File: config.mk
export PLATFORM = sky130hd
export DESIGN_NAME = stack_game_ctrl_flat
export DESIGN_NICKNAME = d
export VERILOG_FILES = /design/src/rtl/stack_game_ctrl_if.sv /design/src/rtl/stack_game_ctrl.sv /design/src/flat_wrapper.sv
export SDC_FILE = /design/constraint.sdc
export NUM_CORES = 1
export LEC_CHECK = 0
export CAP_MARGIN = 20
export CORE_MARGIN = 2
export CORE_UTILIZATION = 59
export DETAILED_ROUTE_END_ITERATION = 10
export GPL_TIMING_DRIVEN = 1
export PLACE_DENSITY = 0.84
export SLEW_MARGIN = 20
export SYNTH_ARGS = -nofsm -noshare
export SYNTH_HDL_FRONTEND = slang
export SYNTH_SLANG_ARGS = --single-unit
File: constraint.sdc
create_clock -name clk -period 7.5 [get_ports clk]
set_input_delay 1.125 -clock clk [delete_from_list [all_inputs] [get_ports clk]]
set_output_delay 1.125 -clock clk [all_outputs]
set_load 0.02 [all_outputs]
File: src/rtl/stack_game_ctrl_if.sv
// Control/status bundle between the stacking game sequencer and its user.
// slave = sequencer side, master = stimulus/consumer side.
interface stack_game_ctrl_if;
  logic        tick;
  logic        start;
  logic        drop;
  logic [9:0]  pos_x;
  logic [9:0]  pos_y;
  logic [31:0] colors;
  logic [9:0]  fall_x;
  logic [9:0]  fall_y;
  logic [1:0]  fall_clr;
  logic [4:0]  height;
  logic        game_over;
  logic        win;

  modport slave (
    input  tick, start, drop,
    output pos_x, pos_y, colors, fall_x, fall_y, fall_clr, height, game_over, win
  );

  modport master (
    output tick, start, drop,
    input  pos_x, pos_y, colors, fall_x, fall_y, fall_clr, height, game_over, win
  );
endinterface

File: src/rtl/stack_game_ctrl.sv
// Stacking game sequencer: spawn, swing, drop, land, score the hit or end the game.
// Define LFSR_COLOR_EN to draw block colours from an 8-bit LFSR instead of R/G/B rotation.
module stack_game_ctrl #(
  parameter logic [9:0] STACK_X    = 10'd260,
  parameter logic [9:0] STACK_Y    = 10'd400,
  parameter logic [9:0] BLK_W      = 10'd100,
  parameter logic [9:0] BLK_H      = 10'd20,
  parameter logic [9:0] SPAWN_Y    = 10'd40,
  parameter logic [9:0] X_MIN      = 10'd0,
  parameter logic [9:0] X_MAX      = 10'd540,
  parameter logic [9:0] SWING_STEP = 10'd4,
  parameter logic [9:0] FALL_STEP  = 10'd4,
  parameter logic [9:0] MIN_OVL    = 10'd20
) (
  input logic              clk,
  input logic              rst_n,
  stack_game_ctrl_if.slave bus
);

  localparam logic [2:0] S_IDLE  = 3'd0;
  localparam logic [2:0] S_SWING = 3'd1;
  localparam logic [2:0] S_DROP  = 3'd2;
  localparam logic [2:0] S_LAND  = 3'd3;
  localparam logic [2:0] S_OVER  = 3'd4;
  localparam logic [2:0] S_WIN   = 3'd5;

  localparam logic [1:0] CLR_NONE = 2'b00;
  localparam logic [1:0] CLR_G    = 2'b01;
  localparam logic [1:0] CLR_B    = 2'b10;
  localparam logic [1:0] CLR_R    = 2'b11;

  logic [2:0]  r_state;
  logic [31:0] r_colors;
  logic [1:0]  r_fall_clr;
  logic [9:0]  r_fall_x;
  logic [9:0]  r_fall_y;
  logic [4:0]  r_height;
  logic        r_dir_right;
  logic        r_game_over;
  logic        r_win;

  logic [9:0]  w_land_y;
  logic [10:0] w_dx;
  logic [10:0] w_x_inc;
  logic [10:0] w_x_left_lim;
  logic [10:0] w_y_inc;
  logic        w_hit;
  logic        w_last;
  logic        w_restart;
  logic        w_spawn;
  logic [1:0]  w_spawn_clr;

  assign w_land_y     = STACK_Y - ({5'd0, r_height} * BLK_H);
  assign w_dx         = (r_fall_x >= STACK_X) ? {1'b0, r_fall_x - STACK_X}
                                              : {1'b0, STACK_X - r_fall_x};
  assign w_hit        = w_dx <= {1'b0, BLK_W - MIN_OVL};
  assign w_last       = r_height == 5'd15;
  assign w_x_inc      = {1'b0, r_fall_x} + {1'b0, SWING_STEP};
  assign w_x_left_lim = {1'b0, X_MIN} + {1'b0, SWING_STEP};
  assign w_y_inc      = {1'b0, r_fall_y} + {1'b0, FALL_STEP};

  // A restart spawns from any idle-like state; a continuing hit spawns from LAND.
  assign w_restart = bus.start &&
                     ((r_state == S_IDLE) || (r_state == S_OVER) || (r_state == S_WIN));
  assign w_spawn   = w_restart || ((r_state == S_LAND) && w_hit && !w_last);

`ifdef LFSR_COLOR_EN
  logic [7:0] r_lfsr;

  // x^8+x^6+x^5+x^4+1, free-running, never reseeded by start.
  always_ff @(posedge clk or negedge rst_n) begin
    if (!rst_n) begin
      r_lfsr <= 8'hA5;
    end else begin
      r_lfsr <= {r_lfsr[6:0], r_lfsr[7] ^ r_lfsr[5] ^ r_lfsr[4] ^ r_lfsr[3]};
    end
  end

  assign w_spawn_clr = (r_lfsr[1:0] == CLR_NONE) ? CLR_R : r_lfsr[1:0];
`else
  logic [1:0] r_next_clr;

  assign w_spawn_clr = w_restart ? CLR_R : r_next_clr;

  always_ff @(posedge clk or negedge rst_n) begin
    if (!rst_n) begin
      r_next_clr <= CLR_R;
    end else if (w_spawn) begin
      case (w_spawn_clr)
        CLR_R:   r_next_clr <= CLR_G;
        CLR_G:   r_next_clr <= CLR_B;
        default: r_next_clr <= CLR_R;
      endcase
    end
  end
`endif

  always_ff @(posedge clk or negedge rst_n) begin
    if (!rst_n) begin
      r_state     <= S_IDLE;
      r_colors    <= '0;
      r_fall_clr  <= CLR_NONE;
      r_fall_x    <= X_MIN;
      r_fall_y    <= SPAWN_Y;
      r_height    <= '0;
      r_dir_right <= 1'b1;
      r_game_over <= 1'b0;
      r_win       <= 1'b0;
    end else begin
      if (w_spawn) begin
        r_fall_clr  <= w_spawn_clr;
        r_fall_x    <= X_MIN;
        r_fall_y    <= SPAWN_Y;
        r_dir_right <= 1'b1;
      end
      case (r_state)
        S_IDLE: begin
          if (bus.start) r_state <= S_SWING;
        end
        S_SWING: begin
          if (bus.drop) begin
            r_state <= S_DROP;
          end else if (bus.tick) begin
            if (r_dir_right) begin
              if (w_x_inc >= {1'b0, X_MAX}) begin
                r_fall_x    <= X_MAX;
                r_dir_right <= 1'b0;
              end else begin
                r_fall_x <= w_x_inc[9:0];
              end
            end else if ({1'b0, r_fall_x} <= w_x_left_lim) begin
              r_fall_x    <= X_MIN;
              r_dir_right <= 1'b1;
            end else begin
              r_fall_x <= r_fall_x - SWING_STEP;
            end
          end
        end
        S_DROP: begin
          if (bus.tick) begin
            if (w_y_inc >= {1'b0, w_land_y}) begin
              r_fall_y <= w_land_y;
              r_state  <= S_LAND;
            end else begin
              r_fall_y <= w_y_inc[9:0];
            end
          end
        end
        S_LAND: begin
          if (w_hit) begin
            r_colors[{r_height[3:0], 1'b0} +: 2] <= r_fall_clr;
            r_height                              <= r_height + 5'd1;
            if (w_last) begin
              r_state    <= S_WIN;
              r_win      <= 1'b1;
              r_fall_clr <= CLR_NONE;
            end else begin
              r_state <= S_SWING;
            end
          end else begin
            r_state     <= S_OVER;
            r_game_over <= 1'b1;
          end
        end
        S_OVER, S_WIN: begin
          if (bus.start) begin
            r_colors    <= '0;
            r_height    <= '0;
            r_game_over <= 1'b0;
            r_win       <= 1'b0;
            r_state     <= S_SWING;
          end
        end
        default: r_state <= S_IDLE;
      endcase
    end
  end

  assign bus.pos_x     = STACK_X;
  assign bus.pos_y     = STACK_Y;
  assign bus.colors    = r_colors;
  assign bus.fall_x    = r_fall_x;
  assign bus.fall_y    = r_fall_y;
  assign bus.fall_clr  = r_fall_clr;
  assign bus.height    = r_height;
  assign bus.game_over = r_game_over;
  assign bus.win       = r_win;

endmodule

File: src/flat_wrapper.sv
// flat-port wrapper written by rule: the top's interface ports become plain ports
module stack_game_ctrl_flat 
#(
  parameter logic [9:0] STACK_X    = 10'd260,
  parameter logic [9:0] STACK_Y    = 10'd400,
  parameter logic [9:0] BLK_W      = 10'd100,
  parameter logic [9:0] BLK_H      = 10'd20,
  parameter logic [9:0] SPAWN_Y    = 10'd40,
  parameter logic [9:0] X_MIN      = 10'd0,
  parameter logic [9:0] X_MAX      = 10'd540,
  parameter logic [9:0] SWING_STEP = 10'd4,
  parameter logic [9:0] FALL_STEP  = 10'd4,
  parameter logic [9:0] MIN_OVL    = 10'd20
)
  (clk, rst_n, bus_tick, bus_start, bus_drop, bus_pos_x, bus_pos_y, bus_colors, bus_fall_x, bus_fall_y, bus_fall_clr, bus_height, bus_game_over, bus_win);
  stack_game_ctrl_if bus_i ();
  input logic clk;
  input logic rst_n;
  input wire logic [$bits(bus_i.tick)-1:0] bus_tick;
  input wire logic [$bits(bus_i.start)-1:0] bus_start;
  input wire logic [$bits(bus_i.drop)-1:0] bus_drop;
  output wire logic [$bits(bus_i.pos_x)-1:0] bus_pos_x;
  output wire logic [$bits(bus_i.pos_y)-1:0] bus_pos_y;
  output wire logic [$bits(bus_i.colors)-1:0] bus_colors;
  output wire logic [$bits(bus_i.fall_x)-1:0] bus_fall_x;
  output wire logic [$bits(bus_i.fall_y)-1:0] bus_fall_y;
  output wire logic [$bits(bus_i.fall_clr)-1:0] bus_fall_clr;
  output wire logic [$bits(bus_i.height)-1:0] bus_height;
  output wire logic [$bits(bus_i.game_over)-1:0] bus_game_over;
  output wire logic [$bits(bus_i.win)-1:0] bus_win;
  assign bus_i.tick = bus_tick;
  assign bus_i.start = bus_start;
  assign bus_i.drop = bus_drop;
  assign bus_pos_x = bus_i.pos_x;
  assign bus_pos_y = bus_i.pos_y;
  assign bus_colors = bus_i.colors;
  assign bus_fall_x = bus_i.fall_x;
  assign bus_fall_y = bus_i.fall_y;
  assign bus_fall_clr = bus_i.fall_clr;
  assign bus_height = bus_i.height;
  assign bus_game_over = bus_i.game_over;
  assign bus_win = bus_i.win;
  stack_game_ctrl #(.STACK_X(STACK_X), .STACK_Y(STACK_Y), .BLK_W(BLK_W), .BLK_H(BLK_H), .SPAWN_Y(SPAWN_Y), .X_MIN(X_MIN), .X_MAX(X_MAX), .SWING_STEP(SWING_STEP), .FALL_STEP(FALL_STEP), .MIN_OVL(MIN_OVL)) u_core (.clk(clk), .rst_n(rst_n), .bus(bus_i));
endmodule
==> results.cfg, run 1 <==
[sta]
max_slew_margin_pct = 35.49
fin_crit_ps = 4219
tns_ps = 0
drv_slew = 0
rsz0062_at_grt = false
setup_viol = 0
timing.hold.ws_ps = 490.9
hold_viol = 0
tightest_slew_ps = 967.7
post-route-period-util_pct = 56.25
max_freq_mhz = 237.1
finClkSkew_ps = 8.854

[grt]
grt_pass1_vias = 4466
grt_max_degree = 68
grtUsageTotal_pct = 28.76
antenna_found_initial = 0
grt-ovfl-total = 0
grt_first_pass_wirelength_mm = 22.65

[die]
core-area_mm2 = 0.008299
die-area_mm2 = 0.009399
start_util_pct = 61.42
placementRows = 33
die_h_um = 96.95
dieWidth_um = 96.95
io_pins = 86

[cts]
root_buffer = clkbuf_8
cts_hold_buffers = 0
postCtsSetupBuffers = 0
numCtsBuffers = 9
clk_pin_slew_ps = 80
clock_latency_ps = 350
h-tree-depth = 3
ctsResizeCount = 0
cts_tree = built
cts_buffer_depth = 2
clock_sinks = 67

[detailed_routing]
routedWlPerCell_um = 18.26
drtIter0Drc = 456
ant_nets = 0
drc = 0
first_pass_iters = 5
avgViaCountPerCell = 6.466
postRouteWirelength_mm = 13.79
num_vias = 4882

[power_and_ir_drop]
leakagePower_nw = 2.576
p_int_w = 0.001130
power_frac_seq_pct = 28.2
combPwrFrac_pct = 57.6
p_sw_w = 0.001040
ir_drop_mv = 0.2177
power.share.clock_pct = 14.1
sw_frac_of_total_pct = 47.93
power_density_mw_per_mm2 = 370.4

[critical_path]
cpPeakStageDelay_ps = 620
crit_top_cell = ha_1
path_max_fanout = 21
start_kind = flop
cp-end-kind = flop
crit_chain = ha_1 -> ha_1 -> inv_1 -> fa_1 -> nand3b_1 -> xnor2_1 -> ha_1 -> and4_1 -> o21ai_0 -> a41oi_1 -> nor2_1 -> a21oi_1 -> o2bb2ai_1
path_class = flop to flop
path_buf_inv = 1
cp.arrival_ps = 4420
crit_family = adder cells
crit_required_ps = 7700
slowest_stage = nor2_1

[logic_synthesis]
syn-mean-instance-area_um2 = 8.425
synth_cell_type_count = 74
yosysSeqAreaShare_pct = 33.01
synth_edf_count = 0
synth-seq-cells = 67
yosysWarnings = 0
syn_inst = 605
synth_ff_type = dfrtp_1
async_flop_share_pct = 100.0
synth_area_mm2 = 0.005097

[placed_design]
dp_cells = 739
dp_hpwl_mm = 9.668
place_congestion = 0.9372
port_buffers = 65
dpl_cell_area_mm2 = 0.005667

[outcome]
status = finished, final reports clean

[worst_hold_path]
holdCritPathClass = flop to flop

[job]
cap_violations = 0

[layout]
area_delta_synth_final_pct = 14.95
final_nets = 676
multi_input_area_mm2 = 0.003113
instances_no_fill = 755
fillCellCount = 655
layout-drive-gt1-share_pct = 6.462
regArea_mm2 = 0.001683
diodes = 0
stdcell_area_mm2 = 0.005859
## path summary, 6_finish.rpt
path                                       from                     to  slack (ps)  depth (start not counted)
hold reg to reg            u_core.bus.game_over   u_core.bus.game_over         490                          1
max in group asynchronous                 rst_n  u_core.bus.colors[24]        5980                          2
hold / removal             u_core.bus.game_over   u_core.bus.game_over         490                          1
min in group asynchronous                 rst_n   u_core.bus.fall_x[7]         960                          2
setup / recovery           u_core.bus.height[3]   u_core.bus.fall_y[2]        3280                         13
setup reg to reg           u_core.bus.height[3]   u_core.bus.fall_y[2]        3280                         13
## layer usage
| metal | share of wire, % | track usage, % |
|---|---|---|
| met5 | 0 | 0 |
| met4 | 1.0 | 7.367 |
| met3 | 7.8 | 3.757 |
| met2 | 48 | 47.06 |
| met1 | 43 | 40.52 |
## worst reg2reg max path: stages, from the launching register on
cell and delay [ps]:
dfrtp_1 590, ha_1 390, ha_1 180, inv_1 60, fa_1 540, nand3b_1 150, xnor2_1 290, ha_1 310
and4_1 180, o21ai_0 100, a41oi_1 360, nor2_1 620, a21oi_1 160, o2bb2ai_1 150
## synth_stat cells, types with 6 or more instances
master | count | area (µm²)
o22ai_1 | 12 | 75.07
xnor2_1 | 8 | 70.07
inv_1 | 19 | 71.32
nand2_1 | 78 | 292.8
nand4_1 | 13 | 81.33
buf_4 | 20 | 150.1
o2bb2ai_1 | 6 | 52.55
o21ai_0 | 33 | 165.2
a21oi_1 | 19 | 95.09
nand2b_1 | 10 | 62.56
nand3_1 | 31 | 155.2
nor3_1 | 15 | 75.07
nor2b_1 | 8 | 50.05
a32o_1 | 7 | 70.07
clkbuf_1 | 30 | 112.6
o31ai_1 | 10 | 75.07
xor2_1 | 7 | 61.31
dfrtp_1 | 62 | 1551
ha_1 | 25 | 312.8
and2_1 | 7 | 43.79
nor2_1 | 37 | 138.9
mux2i_1 | 25 | 250.2
and3_1 | 12 | 75.07
a41oi_1 | 6 | 52.55
## area by class of cell
type,count,share of cell area [%]
Clock buffer,10,2.178
Sequential cell,67,28.72
Timing Repair Buffer,68,11.40
Multi-Input combinational cell,480,53.13
Tap cell,105,2.242
Inverter,19,1.217
Clock inverter,6,1.110
## stage by stage
stage	util [%]	setup WS, ps	total power, W
floorplan	-	4033	0.001432
global placement	68.28	3627	0.001794
detailed placement	68.28	3385	0.001840
CTS	70.60	3365	0.002154
global route	70.60	2977	0.002320
finish	70.60	3281	0.002170
## state kept, by name, summed over array words and instances (netlist names)
register and count:
u_core.bus.fall_x 10, u_core.r_dir_right 1, u_core.bus.height 5, u_core.bus.game_over 1
u_core.bus.colors 32, u_core.bus.fall_clr 2, u_core.r_state 3, u_core.bus.fall_y 10
u_core.r_next_clr 2, u_core.bus.win 1
## layout by cell type (no fill, tap or decap), types with 4 or more instances in the layout
| master | count |
|---|---|
| nor3_1 | 14 |
| clkbuf_8 | 9 |
| o2bb2ai_1 | 6 |
| conb_1 | 20 |
| dfstp_2 | 5 |
| a32o_1 | 7 |
| a21o_1 | 5 |
| inv_1 | 19 |
| nand2_1 | 78 |
| a31oi_1 | 4 |
| a41oi_1 | 6 |
| or2_2 | 5 |
| nor2_1 | 37 |
| and3_1 | 12 |
| nor4_1 | 5 |
| xor2_1 | 7 |
| and4_1 | 4 |
| and2_1 | 7 |
| a21oi_1 | 19 |
| o22ai_1 | 12 |
| dfrtp_1 | 62 |
| ha_1 | 25 |
| o21ai_0 | 33 |
| nand4_1 | 13 |
| o211ai_1 | 5 |
| nand3_1 | 31 |
| o31ai_1 | 10 |
| mux2i_1 | 25 |
| nand2b_1 | 10 |
| clkdlybuf4s50_1 | 64 |
| nor2b_1 | 8 |
| xnor2_1 | 8 |
## power by group through the flow
stage	Combinational (W)	Clock [W]	Sequential, W
2_1_floorplan	0.000749	0	0.000683
3_3_place_gp	0.00119	0	0.000608
3_5_place_dp	0.00123	0	0.000614
4_1_cts	0.00124	0.000307	0.000609
5_1_grt	0.00137	0.000321	0.000632
6_report	0.00125	0.000306	0.000613
## kinds of logic (layout without fill, tap and decap cells)
| kind of cell | after synthesis | in the layout | share of synthesized area, % |
|---|---|---|---|
| compound gates | 147 | 147 | 20.67 |
| fa+ha+maj | 26 | 26 | 6.529 |
| simple gates | 246 | 246 | 24.59 |
| flops | 67 | 67 | 33.01 |
| xor+xnor | 15 | 15 | 2.577 |
| mux | 26 | 26 | 5.130 |
| buf+inv | 76 | 103 | 7.339 |
| other cells | 2 | 20 | 0.1473 |
(Power assumes the default switching activity.)
==> run 2: changes to the inputs <==
--- a/config.mk
+++ b/config.mk
@@ -7,10 +7,10 @@
 export LEC_CHECK = 0
 export CAP_MARGIN = 20
 export CORE_MARGIN = 2
-export CORE_UTILIZATION = 59
+export CORE_UTILIZATION = 54
 export DETAILED_ROUTE_END_ITERATION = 10
 export GPL_TIMING_DRIVEN = 1
-export PLACE_DENSITY = 0.84
+export PLACE_DENSITY = 0.78
 export SLEW_MARGIN = 20
 export SYNTH_ARGS = -nofsm -noshare
 export SYNTH_HDL_FRONTEND = slang
==> constraint.sdc (replaced) <==
create_clock -name clk -period 4 [get_ports clk]
set_input_delay 0.6 -clock clk [delete_from_list [all_inputs] [get_ports clk]]
set_output_delay 0.6 -clock clk [all_outputs]
set_load 0.02 [all_outputs]
==> run 2 against run 1 <==
Maximum frequency grew 16%. Non-clock buffer count up 15. Sequential share of layout area decreased by 0.66 points. Core utilization shrank 5.4 points. Routed wire length fell by 1.8%. Largest cell class unchanged. Clock-buffer cell count grew 1. Global-route usage decreased by 1.6 points. Sequential cell count unchanged. Final cell count is 2.8% higher. Critical endpoint is now u_core.bus.fall_y[8]. Clock skew rose by 1.9 ps. Critical path depth is the same. Die area up 8.9%.
==> results.cfg, run 2 (same netlist as run 1, synthesis figures left out) <==
[outcome]
status = finished, final reports clean

[critical_path]
start_kind = flop
path_class = flop to flop
cp.arrival_ps = 3840
cp-end-kind = flop
path_max_fanout = 13
path_buf_inv = 1
slowest_stage = dfrtp_1
crit_top_cell = ha_1
crit_family = adder cells
crit_required_ps = 4200
reg2reg_slack_ps = 360
crit_chain = ha_1 -> ha_1 -> inv_1 -> fa_1 -> nand3b_1 -> xnor2_1 -> ha_1 -> and4_1 -> o21ai_0 -> a41oi_2 -> nor2_4 -> a2bb2oi_1 -> o22ai_1
cpPeakStageDelay_ps = 570

[layout]
final_nets = 691
fin_util_pct = 65.21
area_delta_synth_final_pct = 17.65
layout-drive-gt1-share_pct = 9.023
instances_no_fill = 776
layout_commonest_cell = nand2_1
diodes = 0
largest_reg_flops = 32
fillCellCount = 791
layout_common_cells = nand2_1, clkdlybuf4s50_1, dfrtp_1

[grt]
antenna_found_initial = 0
grt-ovfl-total = 0
grt_pass1_vias = 4601
grt_first_pass_wirelength_mm = 22.33
grtUsageTotal_pct = 27.11
grt_max_degree = 45

[sta]
tns_ps = 0
fin_crit_ps = 3636
timing.hold.ws_ps = 228.1
drv_slew = 0
max_slew_margin_pct = 47.51
hold_viol = 0
post-route-period-util_pct = 90.89
max_freq_mhz = 275.1
rsz0062_at_grt = false
layout_setup_ws_ps = 364.3
finClkSkew_ps = 10.79
setup_viol = 0
tightest_slew_ps = 784.4

[cts]
clock_latency_ps = 350
clk_pin_slew_ps = 80
cts_buffer_depth = 2
postCtsSetupBuffers = 0
h-tree-depth = 3
clock_sinks = 67
cts_tree = built
ctsResizeCount = 0
root_buffer = clkbuf_8
cts_hold_buffers = 0
numCtsBuffers = 9

[placed_design]
dp_hpwl_mm = 9.555
dp_cells = 760
port_buffers = 65
place_ws_ps = 160.5
place_congestion = 0.9670

[detailed_routing]
route.met3.wl_um = 983
first_pass_iters = 6
top_layer_used = met4
drc = 0
ant_nets = 0
drtIter0Drc = 329
num_vias = 4888
routedWlPerCell_um = 17.45
avgViaCountPerCell = 6.299
route.met2.wl_mm = 6.467
met1_length_mm = 5.919
postRouteWirelength_mm = 13.54

[power_and_ir_drop]
sw_frac_of_total_pct = 47.68
p_sw_w = 0.001952
power.share.clock_pct = 13.2
power_density_mw_per_mm2 = 682.5
p_int_w = 0.002142
power_frac_seq_pct = 26.4
combPwrFrac_pct = 60.4
leakagePower_nw = 2.654
ir_drop_mv = 0.4191

[die]
die-area_mm2 = 0.01023
core-area_mm2 = 0.009196
dieWidth_um = 101.2
die_h_um = 101.2
io_pins = 86
start_util_pct = 55.43
placementRows = 35

[job]
cap_violations = 0

[worst_hold_path]
holdCritPathClass = input port to asynchronous set/reset pin
-- run 2: power groups by stage --
stage	registers, W	clock network [W]	logic, W
after detailed placement	0.00108	0	0.00240
after global routing	0.00111	0.000576	0.00272
after floorplan	0.00128	0	0.00140
after CTS	0.00107	0.000555	0.00243
after global placement	0.00107	0	0.00235
final	0.00108	0.000541	0.00247
-- run 2: per-stage QoR --
step / power, W / cell area [µm²]
floorplan: 0.002684 / 5165
global placement: 0.003422 / 5787
detailed placement: 0.003487 / 5787
CTS: 0.004058 / 5973
global route: 0.004399 / 5997
finish: 0.004093 / 5997
-- run 2: cell type report --
cell class	count	area, µm²	share of cell area (%)
repair buffers	83	783.3	13.06
clock buffers	11	151.4	2.525
clock inverters	5	35.03	0.5842
well taps	111	138.9	2.316
multi-input cells	480	3134	52.26
flip-flops and latches	67	1683	28.06
inverters	19	71.32	1.189
-- run 2: path summary, 6_finish.rpt --
kind / start / to / cells after the start
setup / recovery: u_core.bus.height[2] / u_core.bus.fall_y[8] / 13
hold / removal: rst_n / u_core.bus.fall_x[7] / 1
setup reg to reg: u_core.bus.height[2] / u_core.bus.fall_y[8] / 13
hold reg to reg: u_core.bus.colors[6] / u_core.bus.colors[6] / 1
max in group asynchronous: rst_n / u_core.bus.colors[18] / 2
min in group clk: u_core.bus.colors[6] / u_core.bus.colors[6] / 1
-- run 2: routing by layer --
metal | GRT usage (%) | vias up
li1 | - | 2297
met1 | 37.17 | 2358
met2 | 43.50 | 211
met3 | 5.797 | 22
met4 | 8.004 | 0
met5 | 0 | -
